**src/rtl/jk_bank_arbiter_if.sv**
```systemverilog
// Command/status bundle between two JK command sources and the bank arbiter.
// The master side issues req/op/idx; the slave side returns acks and bank state.
interface jk_bank_arbiter_if #(
  parameter int N    = 8,
  parameter int IDXW = 3
);
  logic            req0;
  logic [1:0]      op0;
  logic [IDXW-1:0] idx0;
  logic            ack0;
  logic            req1;
  logic [1:0]      op1;
  logic [IDXW-1:0] idx1;
  logic            ack1;
  logic [N-1:0]    q;
  logic [N-1:0]    qnot;
  logic            busy;
  logic            err;
  logic            last_grant;

  modport master (
    output req0, op0, idx0, req1, op1, idx1,
    input  ack0, ack1, q, qnot, busy, err, last_grant
  );

  modport slave (
    input  req0, op0, idx0, req1, op1, idx1,
    output ack0, ack1, q, qnot, busy, err, last_grant
  );
endinterface

```
**src/rtl/jk_bank_arbiter.sv**
```systemverilog
// Round-robin arbiter sharing a bank of N JK cells between two requesters.
// IDLE samples requests, GRANT acks the winner, APPLY drives j/k into one cell.
module jk_bank_arbiter #(
  parameter int N    = 8,
  parameter int IDXW = 3
) (
  input  logic         clk,
  input  logic         reset,
  jk_bank_arbiter_if.slave bus
);
  typedef enum logic [1:0] {IDLE = 2'd0, GRANT = 2'd1, APPLY = 2'd2} state_t;

  localparam logic [IDXW:0] NLIM = (IDXW+1)'(N);

  state_t          state, state_next;
  logic            take, winner, oor;
  logic            last_grant, ack0, ack1, err;
  logic [1:0]      op_sel, op_l;
  logic [IDXW-1:0] idx_sel, idx_l;
  logic [N-1:0]    q, q_next, j, k;

  always_comb begin
    state_next = state;
    take       = (state == IDLE) && (bus.req0 || bus.req1);
    // Contested: favour whoever did not win last; otherwise the lone requester.
    winner     = (bus.req0 && bus.req1) ? ~last_grant : bus.req1;
    op_sel     = winner ? bus.op1  : bus.op0;
    idx_sel    = winner ? bus.idx1 : bus.idx0;
    oor        = {1'b0, idx_sel} >= NLIM;
    case (state)
      IDLE:    if (take) state_next = GRANT;
      GRANT:   state_next = APPLY;
      APPLY:   state_next = IDLE;
      default: state_next = IDLE;
    endcase
  end

  // Only the addressed cell sees the latched op; an out-of-range index matches none.
  always_comb begin
    j = '0;
    k = '0;
    for (int i = 0; i < N; i++) begin
      if (state == APPLY && idx_l == IDXW'(i)) begin
        j[i] = op_l[1];
        k[i] = op_l[0];
      end
    end
    q_next = (j & ~q) | (~k & q);
  end

  always_ff @(posedge clk or negedge reset) begin
    if (!reset) begin
      state      <= IDLE;
      last_grant <= 1'b1;
      ack0       <= 1'b0;
      ack1       <= 1'b0;
      err        <= 1'b0;
      q          <= '0;
    end else begin
      state <= state_next;
      ack0  <= take & ~winner;
      ack1  <= take & winner;
      err   <= take & oor;
      q     <= q_next;
      if (take) last_grant <= winner;
    end
  end

  always_ff @(posedge clk) begin
    if (take) begin
      op_l  <= op_sel;
      idx_l <= idx_sel;
    end
  end

  assign bus.ack0       = ack0;
  assign bus.ack1       = ack1;
  assign bus.err        = err;
  assign bus.last_grant = last_grant;
  assign bus.q          = q;
  assign bus.qnot       = ~q;
  assign bus.busy       = (state != IDLE);
endmodule

```
**src/flat_wrapper.sv**
```systemverilog
// flat-port wrapper written by rule: the top's interface ports become plain ports
module jk_bank_arbiter_flat 
#(
  parameter int N    = 8,
  parameter int IDXW = 3
)
  (clk, reset, bus_req0, bus_op0, bus_idx0, bus_req1, bus_op1, bus_idx1, bus_ack0, bus_ack1, bus_q, bus_qnot, bus_busy, bus_err, bus_last_grant);
  jk_bank_arbiter_if #(.N(N), .IDXW(IDXW)) bus_i ();
  input  logic clk;
  input  logic reset;
  input wire logic [$bits(bus_i.req0)-1:0] bus_req0;
  input wire logic [$bits(bus_i.op0)-1:0] bus_op0;
  input wire logic [$bits(bus_i.idx0)-1:0] bus_idx0;
  input wire logic [$bits(bus_i.req1)-1:0] bus_req1;
  input wire logic [$bits(bus_i.op1)-1:0] bus_op1;
  input wire logic [$bits(bus_i.idx1)-1:0] bus_idx1;
  output wire logic [$bits(bus_i.ack0)-1:0] bus_ack0;
  output wire logic [$bits(bus_i.ack1)-1:0] bus_ack1;
  output wire logic [$bits(bus_i.q)-1:0] bus_q;
  output wire logic [$bits(bus_i.qnot)-1:0] bus_qnot;
  output wire logic [$bits(bus_i.busy)-1:0] bus_busy;
  output wire logic [$bits(bus_i.err)-1:0] bus_err;
  output wire logic [$bits(bus_i.last_grant)-1:0] bus_last_grant;
  assign bus_i.req0 = bus_req0;
  assign bus_i.op0 = bus_op0;
  assign bus_i.idx0 = bus_idx0;
  assign bus_i.req1 = bus_req1;
  assign bus_i.op1 = bus_op1;
  assign bus_i.idx1 = bus_idx1;
  assign bus_ack0 = bus_i.ack0;
  assign bus_ack1 = bus_i.ack1;
  assign bus_q = bus_i.q;
  assign bus_qnot = bus_i.qnot;
  assign bus_busy = bus_i.busy;
  assign bus_err = bus_i.err;
  assign bus_last_grant = bus_i.last_grant;
  jk_bank_arbiter #(.N(N), .IDXW(IDXW)) u_core (.clk(clk), .reset(reset), .bus(bus_i));
endmodule
```
**config.mk**
```make
export PLATFORM = sky130hd
export DESIGN_NAME = jk_bank_arbiter_flat
export DESIGN_NICKNAME = d
export VERILOG_FILES = /design/src/rtl/jk_bank_arbiter_if.sv /design/src/rtl/jk_bank_arbiter.sv /design/src/flat_wrapper.sv
export SDC_FILE = /design/constraint.sdc
export NUM_CORES = 1
export LEC_CHECK = 0
export ABC_CLOCK_PERIOD_IN_PS = 1700
export CAP_MARGIN = 20
export CORE_UTILIZATION = 40
export DETAILED_ROUTE_END_ITERATION = 7
export PLACE_DENSITY = 0.87
export SLEW_MARGIN = 20
export SYNTH_ARGS = -nofsm -noshare
export SYNTH_HDL_FRONTEND = slang
export SYNTH_SLANG_ARGS = --single-unit
```
**constraint.sdc**
```tcl
create_clock -name clk -period 1.7 [get_ports clk]
set_input_delay 0.255 -clock clk [delete_from_list [all_inputs] [get_ports clk]]
set_output_delay 0.255 -clock clk [all_outputs]
set_load 0.005 [all_outputs]
```
==> metrics.md <==
| Metric | Value |
|---|---|
| Clock Tree Buf Depth | 2 |
| Grt total ovfl | 0 |
| WL/cell | between 10 and 15 um |
| DR vias | just over 700 |
| Final #Nets | about 130 |
| Worst path slowest cell | dfrtp_2 |
| Yosys warnings | 0 |
| Worst EP required | 1.44 ns |
| CTS tree | yes |
| Die ar. | around 2300 um2 |
| Initial core utilization | 42.3% |
| Routed vias/inst | around 5 |
| Maximum vdd ir drop | just over 0.8 mV |
| Crit-path max cell delay | ~0.44 ns |
| HP Class | in2async |
| Drt first pass iters | 4 |
| Initial antenna violation count | 0 |
| Clk root buf | clkbuf_4 |
| Std-Cell Rows | 16 |
| Post-Place Worst Slack | -0.0180 ns |
| Worst-skew pair later-pin latency | roughly 0.28 ns |
| # diodes | 0 |
| WHS | ~0.33 ns |
| Final cycle utilization of the critical path | 97.0% |
| Pins over their slew limit | 0 |
| Via count of the first global-routing pass | between 600 and 700 |
| DRC | 0 |
| Crit-path max FO | 6 |
| I/O Buffers | 33 |
| Post-Syn Nets | between 80 and 90 |
| Yosys cell types | 25 |
| H-Tree Depth | 1 |
| Final worst-path setup slack | around 0.051 ns |
| Critical-path cell list | nor2_4 -> inv_1 -> clkdlybuf4s50_1 |
| Max Cap Viol | 0 |
| Unrepaired setup endpoints after global routing | no |
| Crit path time final | about 1.6 ns |
| Sequential fraction of the synthesis area | a little under three fifths |
| Critical Path Source Type | register |
| Top Ports | 35 |
| Clock-pin slew on the worst setup and hold paths | around 0.1 ns |
| TritonCTS Buffers | 3 |
| Largest net degree at the start of global routing | 14 |
| DR iter-0 viols | 8 |
| Worst setup EP type | output pin |
| DRT Wirelength | ~1700 um |
| Cell family with most CP delay | buffers and inverters |
| GR Util All Layers | around 16% |
| Status | finished clean |
| RD Place Congestion | around 0.77 |
| Synth-to-Final Area Change | 52.2% |
| First-pass GRT wire length | between 2000 and 3000 um |
| CP arrival | ~1.4 ns |
| Die W | approximately 48 um |
| WP buf/inv | 2 |
| DIE HEIGHT | around 48 um |
| Synth Register Bits | 18 |
| CP Class | reg2out |
| HPWL after DPL | 1340 um |
| Achievable Freq | between 600 and 700 MHz |
| Fill count | around 160 |
| Final setup fails | 0 |
| Synthesized instance count | 70 |
| PD cells | ~1600 nW/um2 |
| Final hold vios | 0 |
| Share of cells above drive strength 1 | between 10% and 20% |
| Transition time of the tightest slew-check pin | ~0.58 ns |
| Syn Area/Cell | about 12 um2 |
| Num Clock Sinks | 18 |
| Slew margin rel. | slightly above 60% |
| Core Footprint | just under 2000 um2 |
| Clock skew | approximately 0.0034 ns |
| Post-route ant nets | 0 |
| Leakage | 0.508 nW |
| Synthesized cell area | ~830 um2 |
[through the flow]
stage / utilization (%) / cells / setup TNS [ns] / total power [mW] / cell area (um2)
2_1_floorplan: - / 70 / 0 / 1.18 / 830
3_3_place_gp: 61.2 / 131 / 0 / 1.71 / 1200
3_5_place_dp: 61.2 / 131 / -0.0399 / 1.77 / 1200
4_1_cts: 64.0 / 136 / 0 / 2.07 / 1250
5_1_grt: 64.3 / 137 / 0 / 2.22 / 1260
6_report: 64.3 / 137 / 0 / 2.07 / 1260
[area by class of cell]
class / instances / area, um2 / share of cell area (%)
timing repair buffer: 37 / 360 / 28.5
clock buffer: 4 / 36.3 / 2.87
multi-input combinational: 42 / 319 / 25.3
sequential: 18 / 479 / 38.0
tap: 27 / 33.8 / 2.68
inverter: 9 / 33.8 / 2.68
[metal layers]
metal  track usage (%)  wire [um]  vias to the layer above
li1                  -          -                      341
met5                 0          0                        -
met4              6.67          6                        0
met3              4.53        104                        2
met1              18.0        674                      336
met2              29.3        901                       25
[layout by cell type (no fill, tap or decap), drive strengths merged]
cell,instances
a21boi,1
a21oi,3
a31oi,5
a41o,1
a41oi,2
and2,1
and4b,2
buf,4
clkbuf,4
clkdlybuf4s50,33
conb,1
dfrtp,12
dfstp,1
edfxtp,5
inv,9
mux2,5
nand2,2
nand4,1
nand4b,1
nand4bb,1
nor2,2
nor2b,3
nor3b,1
o21a,2
o21ai,4
o31ai,3
or4b,1
[where the power goes]
part	switching, mW	leakage [nW]	internal, mW
registers	0.187	0.207	0.659
clock network	0.126	0.0210	0.130
logic	0.349	0.280	0.615
[synthesized netlist by cell type]
master | n | area share, %
a41oi_1 | 2 | 2.1
or4b_1 | 1 | 1.2
and2_1 | 1 | 0.75
o21ai_0 | 4 | 2.4
o21a_1 | 2 | 1.8
dfrtp_1 | 12 | 36
conb_1 | 1 | 0.45
nand2_1 | 2 | 0.91
dfstp_2 | 1 | 3.2
nor3b_2 | 1 | 1.5
nand4b_1 | 1 | 1.1
nand4_1 | 1 | 0.75
buf_4 | 1 | 0.91
mux2_2 | 5 | 6.8
nor2_1 | 2 | 0.91
inv_1 | 9 | 4.1
nor2b_1 | 3 | 2.3
and4b_1 | 2 | 2.4
a31oi_1 | 5 | 3.8
a21oi_1 | 3 | 1.8
o31ai_1 | 3 | 2.7
edfxtp_1 | 5 | 18
a41o_1 | 1 | 1.2
a21boi_2 | 1 | 1.4
nand4bb_1 | 1 | 1.4
[flip-flops by register name, indices dropped and copies added, names as in the netlist]
| signal | count |
|---|---|
| u_core.bus.last_grant | 1 |
| u_core.bus.q | 8 |
| u_core.bus.ack0 | 1 |
| u_core.op_l | 2 |
| u_core.idx_l | 3 |
| u_core.bus.ack1 | 1 |
| u_core.state | 2 |
[final timing paths]
kind / slack (ns) / from / depth (start not counted) / endpoint
setup / recovery: 0.05 / u_core.state[0] / 3 / bus_busy
setup reg to reg: 0.21 / u_core.state[0] / 4 / u_core.bus.q[1]
min in group clk: 0.50 / u_core.bus.q[3] / 1 / u_core.bus.q[3]
hold / removal: 0.33 / reset / 1 / u_core.bus.q[7]
max in group asynchronous: 0.97 / reset / 1 / u_core.state[0]
hold reg to reg: 0.50 / u_core.bus.q[3] / 1 / u_core.bus.q[3]
[timing repair]
item,CTS,global route
hold buffers,0,0
gates resized for setup,4,0
setup buffers,1,1
setup endpoints to repair,1,1
hold endpoints to repair,0,0
[kinds of logic after synthesis]
| group | count (synthesis) | synth area share (%) |
|---|---|---|
| AOI/OAI and AO/OA | 21 | 17.2 |
| DFF | 18 | 57.5 |
| and+or+nand+nor | 15 | 13.1 |
| buffers and inverters | 10 | 4.98 |
| muxes | 5 | 6.79 |
| other | 1 | 0.452 |
No activity file was read; power rests on OpenSTA's default activity.
